`config.mk`:
```
export PLATFORM = sky130hd
export DESIGN_NAME = sym_vn_lut_loader
export DESIGN_NICKNAME = d
export VERILOG_FILES = /design/src/rtl/vn_lut_pkg.sv /design/src/rtl/sym_vn_lut_addr_cnt.sv /design/src/rtl/sym_vn_lut_loader.sv
export SDC_FILE = /design/constraint.sdc
export NUM_CORES = 1
export LEC_CHECK = 0
export ABC_AREA = 1
export BUFFER_PORTS_ARGS = -buffer_cell sky130_fd_sc_hd__buf_2
export CORE_ASPECT_RATIO = 0.9
export CORE_UTILIZATION = 50
export DETAILED_ROUTE_END_ITERATION = 10
export GPL_TIMING_DRIVEN = 0
export MAX_ROUTING_LAYER = met4
export PLACE_DENSITY = 0.81
export SKIP_LAST_GASP = 1
export SYNTH_ARGS = -nofsm -noshare
export SYNTH_HDL_FRONTEND = slang
export SYNTH_SLANG_ARGS = --single-unit
```
`constraint.sdc`:
```
create_clock -name write_clk -period 2.2 [get_ports write_clk]
set_clock_uncertainty 0.1 [all_clocks]
set_input_delay 0.55 -clock write_clk [delete_from_list [all_inputs] [get_ports write_clk]]
set_output_delay 0.55 -clock write_clk [all_outputs]
set_load 0.01 [all_outputs]
```
`src/rtl/vn_lut_pkg.sv`:
```
// Shared definitions for the symmetric VN rank LUT write path.
package vn_lut_pkg;
  localparam int QUAN_SIZE   = 4;
  localparam int PAGE_ADDR_W = 6;
  localparam int ADDR_W      = 7;
  localparam int LEN_W       = ADDR_W + 1;
  localparam int LUT_DEPTH   = 128;

  typedef enum logic [1:0] {IDLE, LOAD, DONE} lut_ld_state_e;

  typedef struct packed {
    logic [QUAN_SIZE-1:0] bank1;
    logic [QUAN_SIZE-1:0] bank0;
  } entry_pair_t;

  // Lengths above the LUT depth are illegal; clamp them to a full load.
  function automatic logic [LEN_W-1:0] sat_len(input logic [LEN_W-1:0] len);
    if (len > LEN_W'(LUT_DEPTH)) return LEN_W'(LUT_DEPTH);
    return len;
  endfunction
endpackage

```
`src/rtl/sym_vn_lut_addr_cnt.sv`:
```
// Wrapping 7-bit write address counter plus remaining-beats down-counter.
module sym_vn_lut_addr_cnt
  import vn_lut_pkg::*;
(
  input  logic              clk,
  input  logic              rst,
  input  logic              i_load,
  input  logic [ADDR_W-1:0] i_start_addr,
  input  logic [LEN_W-1:0]  i_len,
  input  logic              i_inc,
  output logic [ADDR_W-1:0] o_addr,
  output logic              o_last
);
  logic [ADDR_W-1:0] r_addr;
  logic [LEN_W-1:0]  r_rem;

  // Load on start, then step address (mod 128) and count down per beat.
  always_ff @(posedge clk) begin
    if (rst) begin
      r_addr <= '0;
      r_rem  <= '0;
    end else if (i_load) begin
      r_addr <= i_start_addr;
      r_rem  <= sat_len(i_len);
    end else if (i_inc) begin
      r_addr <= r_addr + 1'b1;
      r_rem  <= r_rem - 1'b1;
    end
  end

  assign o_addr = r_addr;
  assign o_last = (r_rem == LEN_W'(1));
endmodule

```
`src/rtl/sym_vn_lut_loader.sv`:
```
// Write-side sequencer: turns accepted entry-pair beats into LUT writes.
module sym_vn_lut_loader
  import vn_lut_pkg::*;
(
  input  logic                   write_clk,
  input  logic                   rst,
  input  logic                   start,
  input  logic [ADDR_W-1:0]      cfg_start_addr,
  input  logic [ADDR_W:0]        cfg_len,
  input  logic [2*QUAN_SIZE-1:0] in_data,
  input  logic                   in_valid,
  output logic                   in_ready,
  output logic [QUAN_SIZE-1:0]   lut_in_bank0,
  output logic [QUAN_SIZE-1:0]   lut_in_bank1,
  output logic [PAGE_ADDR_W-1:0] page_write_addr,
  output logic                   write_addr_offset,
  output logic                   we,
  output logic                   busy,
  output logic                   done
);
  lut_ld_state_e          r_state;
  logic                   r_we;
  logic                   r_busy;
  logic                   r_done;
  logic [QUAN_SIZE-1:0]   r_bank0;
  logic [QUAN_SIZE-1:0]   r_bank1;
  logic [PAGE_ADDR_W-1:0] r_page;
  logic                   r_off;

  logic                   w_load;
  logic                   w_accept;
  logic [ADDR_W-1:0]      w_addr;
  logic                   w_last;
  entry_pair_t            w_pair;

  assign w_pair   = entry_pair_t'(in_data);
  assign w_load   = (r_state == IDLE) && start;
  assign w_accept = (r_state == LOAD) && in_valid;

  sym_vn_lut_addr_cnt u_cnt (
    .clk          (write_clk),
    .rst          (rst),
    .i_load       (w_load),
    .i_start_addr (cfg_start_addr),
    .i_len        (cfg_len),
    .i_inc        (w_accept),
    .o_addr       (w_addr),
    .o_last       (w_last)
  );

  // Load FSM with registered write transaction and status outputs.
  always_ff @(posedge write_clk) begin
    if (rst) begin
      r_state <= IDLE;
      r_we    <= 1'b0;
      r_busy  <= 1'b0;
      r_done  <= 1'b0;
      r_bank0 <= '0;
      r_bank1 <= '0;
      r_page  <= '0;
      r_off   <= 1'b0;
    end else begin
      r_we   <= 1'b0;
      r_done <= 1'b0;
      case (r_state)
        IDLE: begin
          if (start) begin
            r_busy <= 1'b1;
            if (sat_len(cfg_len) == '0) begin
              r_state <= DONE;
              r_done  <= 1'b1;
            end else begin
              r_state <= LOAD;
            end
          end
        end
        LOAD: begin
          if (w_accept) begin
            r_we    <= 1'b1;
            r_bank0 <= w_pair.bank0;
            r_bank1 <= w_pair.bank1;
            r_page  <= w_addr[PAGE_ADDR_W-1:0];
            r_off   <= w_addr[ADDR_W-1];
            if (w_last) begin
              r_state <= DONE;
              r_done  <= 1'b1;
            end
          end
        end
        DONE: begin
          r_state <= IDLE;
          r_busy  <= 1'b0;
        end
        default: begin
          r_state <= IDLE;
          r_busy  <= 1'b0;
        end
      endcase
    end
  end

  assign in_ready          = (r_state == LOAD);
  assign we                = r_we;
  assign busy              = r_busy;
  assign done              = r_done;
  assign lut_in_bank0      = r_bank0;
  assign lut_in_bank1      = r_bank1;
  assign page_write_addr   = r_page;
  assign write_addr_offset = r_off;
endmodule

```
==> results by group <==
Timing
  – Final period util: 0.743
  – Worst setup slack after layout: 564 ps
  – Slew @ Worst Pin: 488 ps
  – WHS: 361 ps
  – Fin crit period: 1640 ps
  – Highest clock rate: 0.611 GHz
  – Setup TNS: 0 ps
  – Setup violators final: 0
  – Max-slew violation count: 0
  – Final Hold Fails: 0
  – RSZ-0062 raised after global routing: no
  – Slew HR: 0.674

Worst setup path
  – Setup CP Type: reg -> out
  – RR Startpoint: u_cnt.r_rem[0]
  – Crit path launch type: register
  – Worst setup EP type: primary output
  – Critical Path RT: 1550 ps
  – Crit path DAT: 990 ps
  – Crit-path max FO: 3
  – Critical Path Source: r_state[1]

Global route
  – Vias in the first global route: 1,574
  – Gr ovfl total: 0
  – Largest net degree at the start of global routing: 11
  – Antenna violations before repair: 0
  – First-pass GRT wire length: 7180 µm
  – Global Route Usage Sum: 0.267

Pwr
  – Clk network pwr share: 0.290
  – Seq pwr share: 0.489
  – Peak supply drop: 0.440 mV
  – Psw: 464 µW
  – Int Power: 1020 µW
  – Pwr Density: 720 nW/µm²
  – Combinational power share: 0.221
  – Net Sw Frac: 0.313
  – Static Leak: 0.000970 µW

Floorplanning
  – Die span in x: 63.7 µm
  – Die H: 57.5 µm
  – IO Pins: 46
  – Core area: 3160 µm²
  – # rows: 19
  – Starting Density: 0.541
  – Die Footprint: 3660 µm²

Place
  – IO Port Bufs: 45
  – Gpl congestion: 0.898
  – Placed inst area: 1990 µm²
  – Place WS: 530 ps
  – HPWL after DPL: 3020 µm

Cells and area
  – # nets final: 329
  – Final instance area: 2060 µm²
  – Layout cells sized above 1: 0.232
  – Area Overhead vs Synth: 20.5%
  – ANT cells: 0

Clock tree
  – Root Buffer: clkbuf_8
  – Clk sinks: 35
  – CTS H-tree lvls: 2
  – CTS tree: built
  – Post-CTS Setup Bufs: 0
  – CTS resizes: 0
  – Bufs on Longest Clock Path: 2
  – Clk_lat worst skew: 300 ps
  – Hold buffer count at cts: 0
  – Number of CTS-inserted buffers: 5
  – CTS clk-pin slew, worst paths: 70 ps

Status
  – Status: completed

Route
  – Via density: 5.11
  – DR pass1 iterations: 4
  – Initial DRC count: 106
  – Routed WL: 4150 µm
  – Final ANT Viol Nets: 0
  – Total number of vias: 1,739
  – WL/cell: 12.2 µm
  – # DRC: 0

Synthesis
  – Number of synthesized register bits: 35
  – Synth warn: 0
  – Syn_area_per_cell: 6.92 µm²
  – Synth Cell Area: 1710 µm²
  – Syn nets: 277
  – Post-synthesis cell count: 247
  – Sequential share of the synthesized area: 0.410
  – Yosys cell types: 25

Hold path
  – Hold Path Origin: page_write_addr[1]
  – Hold Path Class: reg -> reg

Job
  – Maximum Capacitance Violations: 0
[registers in the layout (all words and copies together), names as in the netlist, 2 cells and up]
register and cells:
u_cnt.r_rem 8, u_cnt.o_addr 7, page_write_addr 6, lut_in_bank0 4
lut_in_bank1 4, r_state 2
[worst max-delay path, stage by stage, from the launching register on]
cell     delay, ps
dfxtp_1        330
inv_2          100
nand2_1         60
inv_1           70
buf_2          130
[final timing paths]
path                        end  slack [ps]  depth (start not counted)
max                    in_ready         560                          4
min          page_write_addr[1]         360                          2
max reg2reg      u_cnt.r_rem[4]         770                          9
min reg2reg  page_write_addr[1]         360                          2
[area by class of cell]
| cell class | instances | area, µm² |
|---|---|---|
| fill | 290 | 1100 |
| multi-input combinational | 175 | 843 |
| sequential | 35 | 701 |
| timing repair buffer | 45 | 225 |
| inverter | 28 | 108 |
| clock buffer | 6 | 72.6 |
| buffer | 9 | 58.8 |
| tap | 42 | 52.6 |
[power groups by stage]
stage,logic (µW),clock network [µW],registers [µW]
after floorplan,219,0,737
after global placement,316,0,736
after detailed placement,324,0,738
after CTS,326,433,725
after global routing,371,462,733
final,327,431,726
[synthesized netlist by cell type, drive strengths merged]
library cell	n	area (µm²)
dfxtp	35	701
inv	28	108
nand2	63	244
a21oi	30	154
buf	9	58.8
or2	2	12.5
nor3	2	15.0
nor2	21	81.3
ha	3	37.5
nand4	1	6.26
o21ai	21	105
nand3	31	180
nand3b	1	7.51
[cell families after synthesis]
family / synth area share
AO/OA/AOI/OAI: 0.151
adder cells (fa/ha/maj): 0.0219
buffers and inverters: 0.0973
flip-flops: 0.410
AND/OR/NAND/NOR: 0.320
[metrics by stage]
step	std cells	util	total power, µW
2_1_floorplan	247	-	956
3_3_place_gp	334	0.629	1050
3_5_place_dp	334	0.629	1060
4_1_cts	340	0.652	1480
5_1_grt	340	0.652	1570
6_report	340	0.652	1480
[cells in the final DEF, fill, tap and decap left out, types with 2 or more instances in the layout]
master     n
dfxtp_1   35
buf_6      2
a21oi_1   29
clkbuf_8   5
ha_1       3
inv_2      3
buf_2     50
nand3_4    2
nand3_1   29
o21ai_0   20
nor2_1    20
inv_1     24
nand2_1   62
[per-layer routing]
layer,routed length (µm),share of wire,vias to the layer above,global-route usage
met5,0,0,-,-
li1,-,-,905,-
met1,2020,0.49,780,0.350
met4,76,0.018,0,0.120
met2,1830,0.44,46,0.395
met3,223,0.054,8,0.0540
Power figures use the tool's default switching activity.
